<file path="config.mk">
export PLATFORM = sky130hd
export DESIGN_NAME = datas_dist_cm
export DESIGN_NICKNAME = d
export VERILOG_FILES = /design/src/rtl/datas_dist_cm.sv
export SDC_FILE = /design/constraint.sdc
export NUM_CORES = 1
export LEC_CHECK = 0
export CORE_MARGIN = 10
export CORE_UTILIZATION = 50
export CTS_CLUSTER_SIZE = 12
export DETAILED_ROUTE_END_ITERATION = 10
export HOLD_SLACK_MARGIN = 0.06
export PLACE_DENSITY = 0.86
export SLEW_MARGIN = 15
export SYNTH_ARGS = -nofsm -noshare
export SYNTH_HDL_FRONTEND = slang
export SYNTH_SLANG_ARGS = --single-unit
</file>
<file path="constraint.sdc">
create_clock -name clk -period 3.1 [get_ports clk]
set_input_delay 0.62 -clock clk [delete_from_list [all_inputs] [get_ports clk]]
set_output_delay 0.62 -clock clk [all_outputs]
set_load 0.005 [all_outputs]
</file>
<file path="src/rtl/datas_dist_cm.sv">
// Frame distributor: reads a header+payload+checksum frame from the CDDB and
// copies the payload into one of six channel TX RAMs, committing the length last.
module datas_dist_cm #(
  parameter int MAX_LEN = 1024
) (
  input  logic        clk,
  input  logic        rst,
  input  logic        i_start_dist,
  input  logic [12:0] im_base_addr,
  output logic        o_done_dist,
  output logic        o_error_dist,
  output logic [1:0]  om_err_code,
  output logic [12:0] om_cddb_addr,
  input  logic [7:0]  im_cddb_rdata,
  output logic        o_ch1_wren,
  output logic        o_ch2_wren,
  output logic        o_ch3_wren,
  output logic        o_ch4_wren,
  output logic        o_ch5_wren,
  output logic        o_ch6_wren,
  output logic [12:0] om_ch_addr,
  output logic [7:0]  om_ch_wdata,
  output logic        o_busy,
  output logic [2:0]  o_dbg_state
);

  // Handshake: i_start_dist is a one-cycle request accepted only in IDLE;
  // o_done_dist is a one-cycle response, o_error_dist qualifies it.
  typedef enum logic [2:0] {
    S_IDLE, S_RD_HDR, S_CHK_HDR, S_COPY, S_RD_SUM, S_COMMIT, S_DONE, S_ERR
  } state_t;

  localparam logic [16:0] LP_MAX_LEN = 17'(MAX_LEN);

  state_t      r_state, w_next;
  logic [12:0] r_base;
  logic [15:0] r_cnt;
  logic [7:0]  r_ch;
  logic [7:0]  r_len_hi;
  logic [15:0] r_len;
  logic [7:0]  r_sum;
  logic [1:0]  r_err_code;

  logic [15:0] w_len;
  logic [1:0]  w_hdr_code;
  logic        w_wr;
  logic        w_sum_ok;

  // The low length byte is checked straight off the read bus, saving a cycle.
  assign w_len    = {r_len_hi, im_cddb_rdata};
  assign w_sum_ok = (im_cddb_rdata == r_sum);

  always_comb begin
    w_hdr_code = 2'd0;
    if (r_ch == 8'd0 || r_ch > 8'd6)
      w_hdr_code = 2'd1;
    else if (w_len == 16'd0 || {1'b0, w_len} > LP_MAX_LEN)
      w_hdr_code = 2'd2;
  end

  always_comb begin
    w_next       = r_state;
    w_wr         = 1'b0;
    om_cddb_addr = 13'd0;
    om_ch_addr   = 13'd0;
    om_ch_wdata  = 8'd0;
    o_done_dist  = 1'b0;
    o_error_dist = 1'b0;
    case (r_state)
      S_IDLE: if (i_start_dist) w_next = S_RD_HDR;
      S_RD_HDR: begin
        om_cddb_addr = r_base + r_cnt[12:0];
        if (r_cnt == 16'd2) w_next = S_CHK_HDR;
      end
      S_CHK_HDR: w_next = (w_hdr_code != 2'd0) ? S_ERR : S_COPY;
      S_COPY: begin
        // Count LEN+1 cycles: read i while writing byte i-1; the final read is the checksum.
        om_cddb_addr = r_base + r_cnt[12:0] + 13'd3;
        if (r_cnt != 16'd0) begin
          w_wr        = 1'b1;
          om_ch_addr  = r_cnt[12:0] + 13'd1;
          om_ch_wdata = im_cddb_rdata;
        end
        if (r_cnt == r_len) w_next = S_RD_SUM;
      end
      S_RD_SUM: w_next = w_sum_ok ? S_COMMIT : S_ERR;
      S_COMMIT: begin
        w_wr        = 1'b1;
        om_ch_addr  = {12'd0, r_cnt[0]};
        om_ch_wdata = r_cnt[0] ? r_len[7:0] : r_len[15:8];
        if (r_cnt[0]) w_next = S_DONE;
      end
      S_DONE: begin
        o_done_dist = 1'b1;
        w_next      = S_IDLE;
      end
      S_ERR: begin
        o_done_dist  = 1'b1;
        o_error_dist = 1'b1;
        w_next       = S_IDLE;
      end
      default: w_next = S_IDLE;
    endcase
  end

  always_ff @(posedge clk) begin
    if (!rst) begin
      r_state    <= S_IDLE;
      r_base     <= 13'd0;
      r_cnt      <= 16'd0;
      r_ch       <= 8'd0;
      r_len_hi   <= 8'd0;
      r_len      <= 16'd0;
      r_sum      <= 8'd0;
      r_err_code <= 2'd0;
    end else begin
      r_state <= w_next;
      case (r_state)
        S_IDLE: if (i_start_dist) begin
          r_base     <= im_base_addr;
          r_err_code <= 2'd0;
          r_cnt      <= 16'd0;
          r_sum      <= 8'd0;
          r_len      <= 16'd0;
        end
        S_RD_HDR: begin
          r_cnt <= r_cnt + 16'd1;
          if (r_cnt == 16'd1) r_ch <= im_cddb_rdata;
          if (r_cnt == 16'd2) begin
            r_len_hi <= im_cddb_rdata;
            r_cnt    <= 16'd0;
          end
        end
        S_CHK_HDR: begin
          r_len <= w_len;
          r_cnt <= 16'd0;
          r_sum <= 8'd0;
          if (w_hdr_code != 2'd0) r_err_code <= w_hdr_code;
        end
        S_COPY: begin
          r_cnt <= (r_cnt == r_len) ? 16'd0 : r_cnt + 16'd1;
          if (r_cnt != 16'd0) r_sum <= r_sum + im_cddb_rdata;
        end
        S_RD_SUM: if (!w_sum_ok) r_err_code <= 2'd3;
        S_COMMIT: r_cnt <= r_cnt + 16'd1;
        default: ;
      endcase
    end
  end

  assign o_ch1_wren  = w_wr && (r_ch == 8'd1);
  assign o_ch2_wren  = w_wr && (r_ch == 8'd2);
  assign o_ch3_wren  = w_wr && (r_ch == 8'd3);
  assign o_ch4_wren  = w_wr && (r_ch == 8'd4);
  assign o_ch5_wren  = w_wr && (r_ch == 8'd5);
  assign o_ch6_wren  = w_wr && (r_ch == 8'd6);
  assign om_err_code = r_err_code;
  assign o_busy      = (r_state != S_IDLE);
  assign o_dbg_state = r_state;

endmodule

</file>
-- Word-level counts from Yosys, hierarchy flattened
Index checks and enable logic that the tools add are counted.
- bits of input ports: 24
- output and inout port bits: 48
- logic and storage cells: 97
- register bits: 74
- reduce and logical (&&, ||, !) cells: 27
- equal/unequal tests: 24
- muxes and demuxes: 31
- order comparisons: 2
- add/subtract/negate cells: 5
- operators by type and width (operator ; number):
    16-bit case mux with 5 select lines ; 1
    13-bit case mux with 2 select lines ; 2
    16-bit two-way mux ; 3
    8-bit two-way mux ; 4
    16-bit case mux with 2 select lines ; 1
    8-bit by 3-bit == test with 1-bit output, second input constant ; 3
    8-bit case mux with 3 select lines ; 1
    3-bit case mux with 7 select lines ; 1
    16-bit by 1-bit adder with 16-bit output, second input constant ; 1
    16-bit by 1-bit == test with 1-bit output, second input constant ; 1
    16-bit == test ; 1
    16-bit by 2-bit == test with 1-bit output, second input constant ; 1
    8-bit by 2-bit == test with 1-bit output, second input constant ; 2
    16-bit by 11-bit > comparator with 1-bit output, second input constant ; 1
    16-bit zero test ; 1
    8-bit case mux with 2 select lines ; 1
    16-bit nonzero test ; 1
    3-bit two-way mux ; 5
    2-bit != test, second input constant ; 7
    13-bit by 1-bit adder with 13-bit output, second input constant ; 1
    13-bit adder ; 1
    13-bit by 2-bit adder with 13-bit output, second input constant ; 1
    13-bit two-way mux ; 1
    3-bit == test, second input constant ; 4
    21 further kinds ; 43

-- Longest topological paths before layout
Gate-level depths: netlist of the first run.
- depth after elaboration: 7
- mapped depth: 10

-- Worst setup path before layout of the first run
No wires, ideal clock.
- kind: reg-to-output
- start: register r_cnt[0]
- end: output port om_cddb_addr[11]
- path buffers: 0
- stages on the path, launching flop included: 11
- data arrival time: 2.688 ns
- required time: 2.480 ns
- setup slack: -0.208 ns
- cells stage by stage: dfxtp_1 ha_1 inv_1 fa_1 nor2b_4 o211ai_1 a31oi_1 nand4b_4 or3_4 nor3_1 mux2_2
- longest elaborated chain between the ends: 3
- ends and longest elaborated chain (what ; RTL line ; text):
    start: declaration ; 37 ; logic [15:0] r_cnt;
    start signal: assignment ; 127 ; r_cnt <= r_cnt + 16'd1;
    start signal: assignment ; 141 ; r_cnt <= (r_cnt == r_len) ? 16'd0 : r_cnt + 16'd1;
    start signal: assignment ; 145 ; S_COMMIT: r_cnt <= r_cnt + 16'd1;
    13-bit adder (*) ; 72, 78 ;
    13-bit by 2-bit adder with 13-bit output ; 78 ; om_cddb_addr = r_base + r_cnt[12:0] + 13'd3;
    13-bit case mux with 2 select lines (*) ; 69 ; case (r_state)
    end: declaration ; 13 ; output logic [12:0] om_cddb_addr,
Every way passes the cells marked *; elsewhere a longest branch is shown, timed or not.

-- Final worst setup path of the first run
- start: register r_cnt[0]
- end: output port om_cddb_addr[10]
Same word-level chain as after synthesis.

==> impl_results.md, run 1 <==
- Startpoint Class: flip-flop
- CP arrival: 3020 ps
- Most common cell after layout, fill and taps aside: buf_4
- Final Hold Vio Count: 0
- Period minus WS final: 3642 ps
- Effective utilization at floorplan: 0.5159
- Total grt overflow: 0
- Boundary Pins: 72
- Mean Syn Cell Area: 7.794 µm²
- Worst Path Required: 2480 ps
- Via count: 5343
- Setup_tns: -6041 ps
- Post-Syn Area: 0.005066 mm²
- DRT antenna net count: 0
- Post-synthesis simple-gate area fraction: 0.2635
- EDFF count, synth: 0
- Placer Congestion: 0.9147
- Root Buffer Master: clkbuf_8
- Library cells used by synthesis: 67
- HPWL Detailed: 11.57 mm
- Clock skew: 14.67 ps
- Synth Warn #: 0
- Complex-gate fraction of the synthesized area: 0.1810
- DRT Pass-1 Iters: 6
- Core region area: 0.009819 mm²
- Largest family of logic cells by synthesized area: simple AND/OR/NAND/NOR gates
- Most frequent cells in the layout: 79 x buf_4, 75 x nor2_1, 72 x nand2_1
- Max Slew Vio Count: 0
- Tot Pwr: 2257 µW
- Layout cell share with drive strength beyond 1: 0.2149
- IO Port Bufs: 71
- Hold_ws: 464.3 ps
- CTS sink count: 74
- Largest net degree at the start of global routing: 40
- Post-synthesis mux area share: 0.05755
- Rows: 36
- Period utilisation layout: 1.175
- Worst Path Max Fanout: 4
- Net count after synthesis: 700
- Crit path cell chain: ha_4, inv_2, fa_2, nor2b_4, o211ai_1, a31oi_2, nand4b_4, or3_4, or3b_1, a21oi_2, buf_2
- Hold buffers post-CTS: 0
- Critical Path Sink Type: output pin
- Final worst slack: -542.1 ps
- PwrDens: 330.7 mW/mm²
- Vias in the first global route: 5327
- Synth Instances: 650
- Slew HR: 0.6042
- Maximum VDD drop: 0.2498 mV
- Status: finished, violations left
- P_leak: 0.002810 µW
- CP Class: reg -> out
- Die Y: 120.7 µm
- Worst hold path class: reg -> reg
- Die Wd: 120.7 µm
- Vias/cell: 5.871
- Crit-path leading delay family: simple AND/OR/NAND/NOR gates
- First-pass GRT wire length: 25.73 mm
- CTS tree: done
- Clock Tree Buf Depth: 2
- Peak Freq: 0.2746 GHz
- Tightest Pin Transition: 591.9 ps
- Max-cap violations: 0
- DRT iter0 DRCs: 287
- Area grow syn2layout: 34.68%
- Wire per inst: 17.56 µm
- Die ar.: 0.01456 mm²
- Routed WL: 15.98 mm
- Overall global routing resource usage: 0.2120
- Slowest cell on the critical path: or3_4
- Failing checks: negative setup slack
- Initial antenna violation count: 0
- Flops & latches, synth: 74
- Top_reg_cell synth: dfxtp_1
- RSZ-0062 raised after global routing: true
- Htree depth: 3
- Buffers and inverters on the worst path: 2
- Seq/Total Area, Yosys: 0.2924
- Setup violations, final: 26
- Layout net count: 822
- Max stage delay on crit path: 390 ps
- DRC viols: 0
- Clock Pin Slew Worst Setup and Hold Paths: 80 ps
- Adder-Cell Fraction of Synth Area: 0.06718
- CTS Buf Count: 9
- Synth Area in XOR/XNOR: 0.08792
- Post-synth ARST share: 0
- Clk_lat worst skew: 370 ps
- Antenna Cells: 0
## area by class of cell
type / count / area, µm²
clock buffers: 10 / 137.6
inverters: 14 / 52.55
flip-flops and latches: 74 / 1489
repair buffers: 157 / 1336
well taps: 133 / 166.4
clock inverters: 6 / 88.84
fillers: 785 / 2997
multi-input cells: 516 / 3552
## state kept, by name, summed over array words and instances (netlist names)
signal	flops
om_err_code	2
o_dbg_state	3
r_ch	8
r_sum	8
r_cnt	16
r_len_hi	8
r_base	13
r_len	16
## metal layers
| layer | vias to the layer above | wire, µm | part of all wire | GRT usage |
|---|---|---|---|---|
| met4 | 0 | 507 | 0.032 | 0.07617 |
| met1 | 2540 | 6389 | 0.40 | 0.2368 |
| met5 | - | 0 | 0 | 0 |
| met3 | 55 | 1047 | 0.066 | 0.05351 |
| li1 | 2544 | - | - | - |
| met2 | 204 | 8033 | 0.50 | 0.3803 |
## final timing paths
kind                                        startpoint                      to  slack [ps]  depth (start not counted)
worst max-delay path             r_cnt[0]$_SDFFE_PN0P_        om_cddb_addr[10]        -540                         11
worst min-delay path            r_base[7]$_SDFFE_PN0P_  r_base[7]$_SDFFE_PN0P_         460                          2
worst max register to register  r_cnt[12]$_SDFFE_PN0P_  r_cnt[15]$_SDFFE_PN0P_         730                          9
worst min register to register  r_base[7]$_SDFFE_PN0P_  r_base[7]$_SDFFE_PN0P_         460                          2
## through the flow
stage | cells | setup WS [ps] | area (µm²) | utilization
global placement | 880 | -537.0 | 6327 | 0.6444
finish | 910 | -542.1 | 6823 | 0.6948
global route | 910 | -687.8 | 6823 | 0.6948
CTS | 904 | -577.1 | 6719 | 0.6843
floorplan | 650 | 3.335 | 5105 | -
detailed placement | 880 | -648.6 | 6327 | 0.6444
## report_power, final
part / total [µW] / leakage (µW) / internal, µW / switching [µW]
sequential: 989 / 0.000601 / 973 / 16.2
clock: 854 / 0.000117 / 477 / 377
combinational: 414 / 0.00209 / 180 / 234
## timing repair
item | in CTS | in global routing
resized for setup | 61 | 25
endpoints found under the setup margin | 35 | 33
cloned | 0 | 1
pin swaps | 17 | 18
setup buffers | 9 | 7
## cells by family after synthesis
group / after synthesis
flip-flops: 74
XOR/XNOR: 50
AO/OA/AOI/OAI: 134
AND/OR/NAND/NOR: 276
adder cells (fa/ha/maj): 26
multiplexers: 29
buffers and inverters: 61
## synth_stat cells, types with 2 or more instances
library cell	number	area [µm²]
a211oi_1	6	45.04
a2111oi_0	3	26.28
o211a_1	9	90.09
o21ai_0	17	85.08
xnor2_1	40	350.3
nor2b_1	5	31.28
a21oi_1	45	225.2
ha_1	24	300.3
nand4_1	8	50.05
o211ai_1	5	37.54
o21a_1	2	15.01
nand3_1	34	170.2
a311oi_1	3	26.28
fa_1	2	40.04
inv_1	14	52.55
dfxtp_1	74	1481
a31oi_1	13	81.33
nor2_1	77	289.0
nor4_1	11	68.82
nor3_1	20	100.1
a22oi_1	5	37.54
or3_1	4	25.02
clkbuf_1	37	138.9
buf_2	6	30.03
and2_1	8	50.05
xor2_1	9	78.83
o21bai_1	4	30.03
mux2i_1	28	280.3
nand2b_1	8	50.05
or4_1	2	15.01
o221a_2	5	56.30
and3_1	12	75.07
a21o_1	4	30.03
nand2_1	73	274.0
## tightest hold or removal path, cell delays in order (launching register included)
cell     delay [ps]
dfxtp_1         320
nand2_1          50
a21oi_1          50
(Power assumes the default switching activity.)
==> run 2, diff against run 1 <==
CORE_UTILIZATION = 60   (was 50)
PLACE_DENSITY = 0.95   (was 0.86)
clock period = 4.7 ns   (was 3.1 ns; I/O delays follow)
==> run 2 against run 1 <==
Against the previous run: the run now ends clean; non-clock buffer count decreased by 78; global-route usage up 0.92 points; critical path depth unchanged; final area shrank 12%; via count down 5.9%; cell count is 12% lower; sequential share of layout area rose by 2.8 points; utilization grew 3.9 points; register-to-register slack better by 1100 ps; setup slack better by 690 ps; clock skew down 2.8 ps; highest routed layer unchanged.
==> impl_results.md, run 2 (synthesis gave the netlist of run 1 again) <==
- Final Util: 0.7337 (+0.03884)
- Die Wd: 111.9 µm (-7.3%)
- CP Class: reg -> out
- DRT antenna net count: 0 (unchanged)
- Wire per inst: 17.75 µm (+1.1%)
- Status: completed
- IO Port Bufs: 71 (unchanged)
- PwrDens: 240.0 mW/mm² (-27%)
- Peak Freq: 0.2197 GHz
- Worst Path Required: 3760 ps (+1280 ps)
- Final worst slack: 148.9 ps (+691.0 ps)
- Crit-path leading delay family: simple AND/OR/NAND/NOR gates
- Setup violations, final: 0 (-100%)
- Initial antenna violation count: 0 (unchanged)
- DRC viols: 0 (unchanged)
- Layout cell share with drive strength beyond 1: 0.07593 (-0.1390)
- Die ar.: 0.01252 mm² (-14%)
- First-pass GRT wire length: 24.05 mm (-6.5%)
- Vias in the first global route: 5041 (-5.4%)
- Most common cell after layout, fill and taps aside: nor2_1
- Maximum VDD drop: 0.1700 mV (-32%)
- Core region area: 0.008217 mm² (-16%)
- Die Y: 111.9 µm (-7.3%)
- CTS Buf Count: 9 (unchanged)
- RSZ-0062 raised after global routing: true
- Slowest cell on the critical path: clkdlybuf4s50_1
- Non-filler cells, final: 803 (-12%)
- CTS sink count: 74 (unchanged)
- Max stage delay on crit path: 450 ps (+60 ps)
- Rows: 33 (-8.3%)
- Final Hold Vio Count: 0 (unchanged)
- DRT iter0 DRCs: 404 (+41%)
- Root Buffer Master: clkbuf_8
- DRT Pass-1 Iters: 7 (+1)
- Layout net count: 743 (-9.6%)
- Max Slew Vio Count: 0 (unchanged)
- Routed WL: 14.25 mm (-11%)
- Critical Path Sink Type: output pin
- Boundary Pins: 72 (unchanged)
- CTS tree: done
- Dpl ws: 390.8 ps (+1039 ps)
- Area grow syn2layout: 18.99%
- Top Registers: r_cnt: 16 flops, r_len: 16 flops, r_base: 13 flops
- Clock Pin Slew Worst Setup and Hold Paths: 90 ps (about the same)
- P_leak: 0.002292 µW (-18%)
- HPWL Detailed: 10.45 mm (-9.6%)
- Period utilisation layout: 0.9683
- Antenna Cells: 0 (unchanged)
- Via count: 5029 (-5.9%)
- Worst Path Max Fanout: 4 (unchanged)
- Effective utilization at floorplan: 0.6166 (+0.1006)
- Htree depth: 3 (unchanged)
- Reg2Reg Setup Slack: 1800 ps (+1070 ps)
- Buffers and inverters on the worst path: 2 (unchanged)
- Clock Tree Buf Depth: 2 (unchanged)
- Placer Congestion: 0.9725 (+6.3%)
- DP Cell Count: 786 (-11%)
- Tightest Pin Transition: 1280 ps (+687.8 ps)
- Period minus WS final: 4551 ps
- Overall global routing resource usage: 0.2212 (+0.009184)
- Clock skew: 11.90 ps (-2.770 ps)
- Clk_lat worst skew: 360 ps (about the same)
- Max-cap violations: 0 (unchanged)
- Vias/cell: 6.263 (+6.7%)
- Total grt overflow: 0 (unchanged)
- CP arrival: 3610 ps (+590 ps)
- Most frequent cells in the layout: 77 x nor2_1, 73 x nand2_1, 71 x clkdlybuf4s50_1, 71 x dfxtp_1, 44 x a21oi_1
- Layout fillers: 639 (-19%)
- Slew HR: 0.1248 (-0.4794)
- Worst hold path class: reg -> reg
- Crit path cell chain: ha_1, inv_1, fa_1, nor2b_4, o211ai_1, a31oi_2, nand4b_4, or3_4, nor3_1, mux2_2, clkdlybuf4s50_1
- Largest net degree at the start of global routing: 40 (unchanged)
- Startpoint Class: flip-flop
[run 2: changes by cell type in the layout (fill, tap and decap cells not counted), sizes merged, moves of 2 or more]
cell / delta
buf: -87
dlygate4sd2: -2
clkinvlp: +2
clkinv: -2
clkbuf: -2
clkdlybuf4s50: +12
[run 2: area by class of cell]
type | instances | area, µm² | share of cell area
Multi-Input combinational cell | 515 | 3363 | 0.5579
Sequential cell | 74 | 1485 | 0.2464
Timing Repair Buffer | 79 | 770.7 | 0.1279
Tap cell | 105 | 131.4 | 0.02179
Clock buffer | 9 | 123.9 | 0.02055
Clock inverter | 7 | 101.3 | 0.01681
Inverter | 14 | 52.55 | 0.008717
[run 2: path summary, 6_finish.rpt]
kind / start / endpoint / cells after the start
setup / recovery: r_cnt[0]$_SDFFE_PN0P_ / om_cddb_addr[11] / 11
hold / removal: r_base[11]$_SDFFE_PN0P_ / r_base[11]$_SDFFE_PN0P_ / 2
setup reg to reg: r_ch[4]$_SDFFE_PN0P_ / om_err_code[1]$_SDFFE_PN0P_ / 7
hold reg to reg: r_base[11]$_SDFFE_PN0P_ / r_base[11]$_SDFFE_PN0P_ / 2
[run 2: routing by layer]
| metal | track usage | up-vias | part of all wire |
|---|---|---|---|
| met5 | 0 | - | 0 |
| met4 | 0.1003 | 0 | 0.030 |
| met3 | 0.05260 | 48 | 0.084 |
| met2 | 0.3772 | 247 | 0.48 |
| met1 | 0.2559 | 2354 | 0.41 |
| li1 | - | 2380 | - |
[run 2: power breakdown]
group	total (µW)	switching, µW	leakage [µW]	internal, µW
combinational	229	139	0.00158	90.0
sequential	652	10.9	0.000600	641
clock	566	263	0.000106	303
total	1450	412	0.00229	1030
[run 2: stage by stage]
| step | power, µW | area, µm² | hold WS (ps) | TNS, ps |
|---|---|---|---|---|
| finish | 1447 | 6028 | 465.9 | 0 |
| global route | 1497 | 6028 | 487.0 | -27.30 |
| CTS | 1441 | 5989 | 465.8 | 0 |
| detailed placement | 887.9 | 5758 | 454.4 | 0 |
| global placement | 878.6 | 5758 | 446.7 | 0 |
| floorplan | 809.4 | 5066 | 435.6 | 0 |
[run 2: tightest hold or removal path, delay by kind of cell, from the launching register on]
kind,cells,cell delay (ps)
flops,1,320
compound gates,1,50
simple gates,1,50
[run 2: what timing repair did]
action / 4_1_cts / 5_1_grt
gates resized for setup: 1 / 7
setup buffers: 0 / 1
setup endpoints to repair: 1 / 3
pin swaps: 0 / 2
hold buffers: 0 / 0
==> run 3, diff against run 2 <==
CELL_PAD_IN_SITES_DETAIL_PLACEMENT = 1   (was default)
CELL_PAD_IN_SITES_GLOBAL_PLACEMENT = 1   (was default)
CORE_UTILIZATION = 44   (was 60)
SETUP_SLACK_MARGIN = 0.1   (was default)
==> run 3 against run 2 <==
Against the previous run: utilization down 19 points; sequential share of layout area shrank 0.64 points; via count shrank 0.34%; sequential cell count is the same; clock skew fell by 4.2 ps; non-clock buffer count rose by 1; cell count up 4.9%; critical endpoint is now om_cddb_addr[12]; highest routed layer unchanged.
==> impl_results.md, run 3 (synthesis gave the netlist of run 1 again) <==
- Via count: 5012 (-0.34%)
- DRT iter0 DRCs: 211 (-48%)
- Initial antenna violation count: 0 (unchanged)
- DRT antenna net count: 0 (unchanged)
- RSZ-0062 raised after global routing: true
- Post-Layout Inst Area: 0.006188 mm² (+2.7%)
- Clk_lat worst skew: 350 ps (about the same)
- Peak Freq: 0.2226 GHz (+1.3%)
- Hold buffers post-CTS: 0 (unchanged)
- Clock Pin Slew Worst Setup and Hold Paths: 60 ps (-30 ps)
- Layout fillers: 1388 (+120%)
- Placer Congestion: 0.9513 (-2.2%)
- Vias/cell: 5.952 (-5.0%)
- Period utilisation layout: 0.9556 (-0.01267)
- Max-cap violations: 0 (unchanged)
- Boundary Pins: 72 (unchanged)
- DRC viols: 0 (unchanged)
- Worst Path Required: 3760 ps (about the same)
- Setup violations, final: 0 (unchanged)
- Tightest Pin Transition: 1096 ps (-183.7 ps)
- Reg2Reg Setup Slack: 1710 ps (-90 ps)
- Area post-placement: 0.005821 mm² (+1.1%)
- Reg2Reg Depth: 7 (unchanged)
- Rows: 39 (+18%)
- CTS Buf Count: 9 (unchanged)
- Setup Fix Bufs, Post-CTS: 0 (unchanged)
- Reg-to-Reg Start: r_cnt[12]$_SDFFE_PN0P_
- Period minus WS final: 4492 ps (-59.56 ps)
- Final Hold Vio Count: 0 (unchanged)
- Final Util: 0.5443 (-0.1894)
- Routed WL: 16.97 mm (+19%)
- CP arrival: 3550 ps (-60 ps)
- Worst hold path class: reg -> reg
- Antenna Cells: 0 (unchanged)
- Die ar.: 0.01621 mm² (+29%)
- Htree depth: 3 (unchanged)
- Clock Tree Buf Depth: 2 (unchanged)
- CP Class: reg -> out
- Die Y: 127.3 µm (+14%)
- Worst Path Max Fanout: 4 (unchanged)
- CTS tree: done
- P_leak: 0.002365 µW (+3.2%)
- Effective utilization at floorplan: 0.4456 (-0.1710)
- Largest net degree at the start of global routing: 40 (unchanged)
- DRT Pass-1 Iters: 4 (-3)
- Core region area: 0.01137 mm² (+38%)
- Clock skew: 7.714 ps (-4.186 ps)
- Root Buffer Master: clkbuf_16
- Critical Path Sink Type: output pin
- Area grow syn2layout: 22.15%
- Vias in the first global route: 5381 (+6.7%)
- Critical path origin: r_base[0]$_SDFFE_PN0P_
- Layout cell share with drive strength beyond 1: 0.07868 (+0.002753)
- Most frequent cells in the layout: 77 x nor2_1, 73 x nand2_1, 71 x dfxtp_1
- Setup crit end: om_cddb_addr[12]
- Slew HR: 0.2676 (+0.1428)
- Status: completed
- Max Slew Vio Count: 0 (unchanged)
- Die Wd: 127.3 µm (+14%)
- Layout net count: 744 (+0.13%)
- Top Registers: r_cnt: 16 flops, r_len: 16 flops, r_base: 13 flops
- RR Endpoint: r_cnt[15]$_SDFFE_PN0P_
- First-pass GRT wire length: 27.50 mm (+14%)
- PwrDens: 266.7 mW/mm² (+11%)
- IO Port Bufs: 71 (unchanged)
- Wire per inst: 20.15 µm (+14%)
- Setup_tns: 0 ps (unchanged)
- Total grt overflow: 0 (unchanged)
- Maximum VDD drop: 0.2317 mV (+36%)
- HPWL Detailed: 12.25 mm (+17%)
- Most common cell after layout, fill and taps aside: nor2_1
- Startpoint Class: flip-flop
- Overall global routing resource usage: 0.2047 (-0.01648)
- CTS sink count: 74 (unchanged)
-- run 3: layout make-up --
type / count / area [µm²] / area share
Multi-Input combinational cell: 515 / 3371 / 0.5447
Sequential cell: 74 / 1485 / 0.2400
Timing Repair Buffer: 80 / 780.7 / 0.1262
Clock buffer: 12 / 246.5 / 0.03983
Tap cell: 143 / 178.9 / 0.02891
Clock inverter: 4 / 73.82 / 0.01193
Inverter: 14 / 52.55 / 0.008492
-- run 3: worst max-delay path, cell delays in order, from the launching register on --
cell and delay [ps]:
dfxtp_1 340, ha_2 200, inv_1 60, fa_2 380
nor2b_4 160, o211ai_1 180, a31oi_2 280, nand4b_4 160
or3_4 400, nor4_4 270, mux2i_1 240, clkdlybuf4s50_1 530
-- run 3: metal layers --
metal,routed length (µm),vias to the layer above,global-route usage
met1,6875,2454,0.2266
li1,-,2378,-
met5,0,-,0
met3,1002,38,0.05914
met4,458,0,0.08171
met2,8628,142,0.3599
-- run 3: repair_timing --
action,4_1_cts,5_1_grt
gates cloned,0,0
endpoints found under the hold margin,0,0
endpoints found under the setup margin,3,3
pin swaps,1,2
gates resized for setup,5,7
-- run 3: stage by stage --
| stage | total power, µW | hold slack, ps | setup slack [ps] | cells |
|---|---|---|---|---|
| after floorplan | 809.4 | 435.6 | 1072 | 650 |
| after global placement | 884.4 | 451.0 | 539.7 | 826 |
| after detailed placement | 896.3 | 454.5 | 221.3 | 826 |
| after CTS | 1658 | 462.1 | 105.6 | 842 |
| after global routing | 1712 | 494.7 | 47.68 | 842 |
| final | 1651 | 464.5 | 208.5 | 842 |
-- run 3: worst min-delay path by stage --
stage	startpoint	to	cells after the start
after floorplan	r_sum[3]$_SDFFE_PN0P_	r_sum[3]$_SDFFE_PN0P_	2
after global placement	r_sum[4]$_SDFFE_PN0P_	r_sum[4]$_SDFFE_PN0P_	2
after detailed placement	r_base[11]$_SDFFE_PN0P_	r_base[11]$_SDFFE_PN0P_	2
after CTS	r_base[11]$_SDFFE_PN0P_	r_base[11]$_SDFFE_PN0P_	2
after global routing	r_len_hi[0]$_SDFFE_PN0P_	r_len[8]$_SDFFE_PN0P_	2
final	r_base[11]$_SDFFE_PN0P_	r_base[11]$_SDFFE_PN0P_	2
-- run 3: power by group --
| part | internal, µW | switching (µW) | leakage (µW) |
|---|---|---|---|
| registers | 642 | 12.0 | 0.000600 |
| clock network | 481 | 278 | 0.000157 |
| logic | 90.4 | 147 | 0.00161 |
| total | 1210 | 437 | 0.00237 |
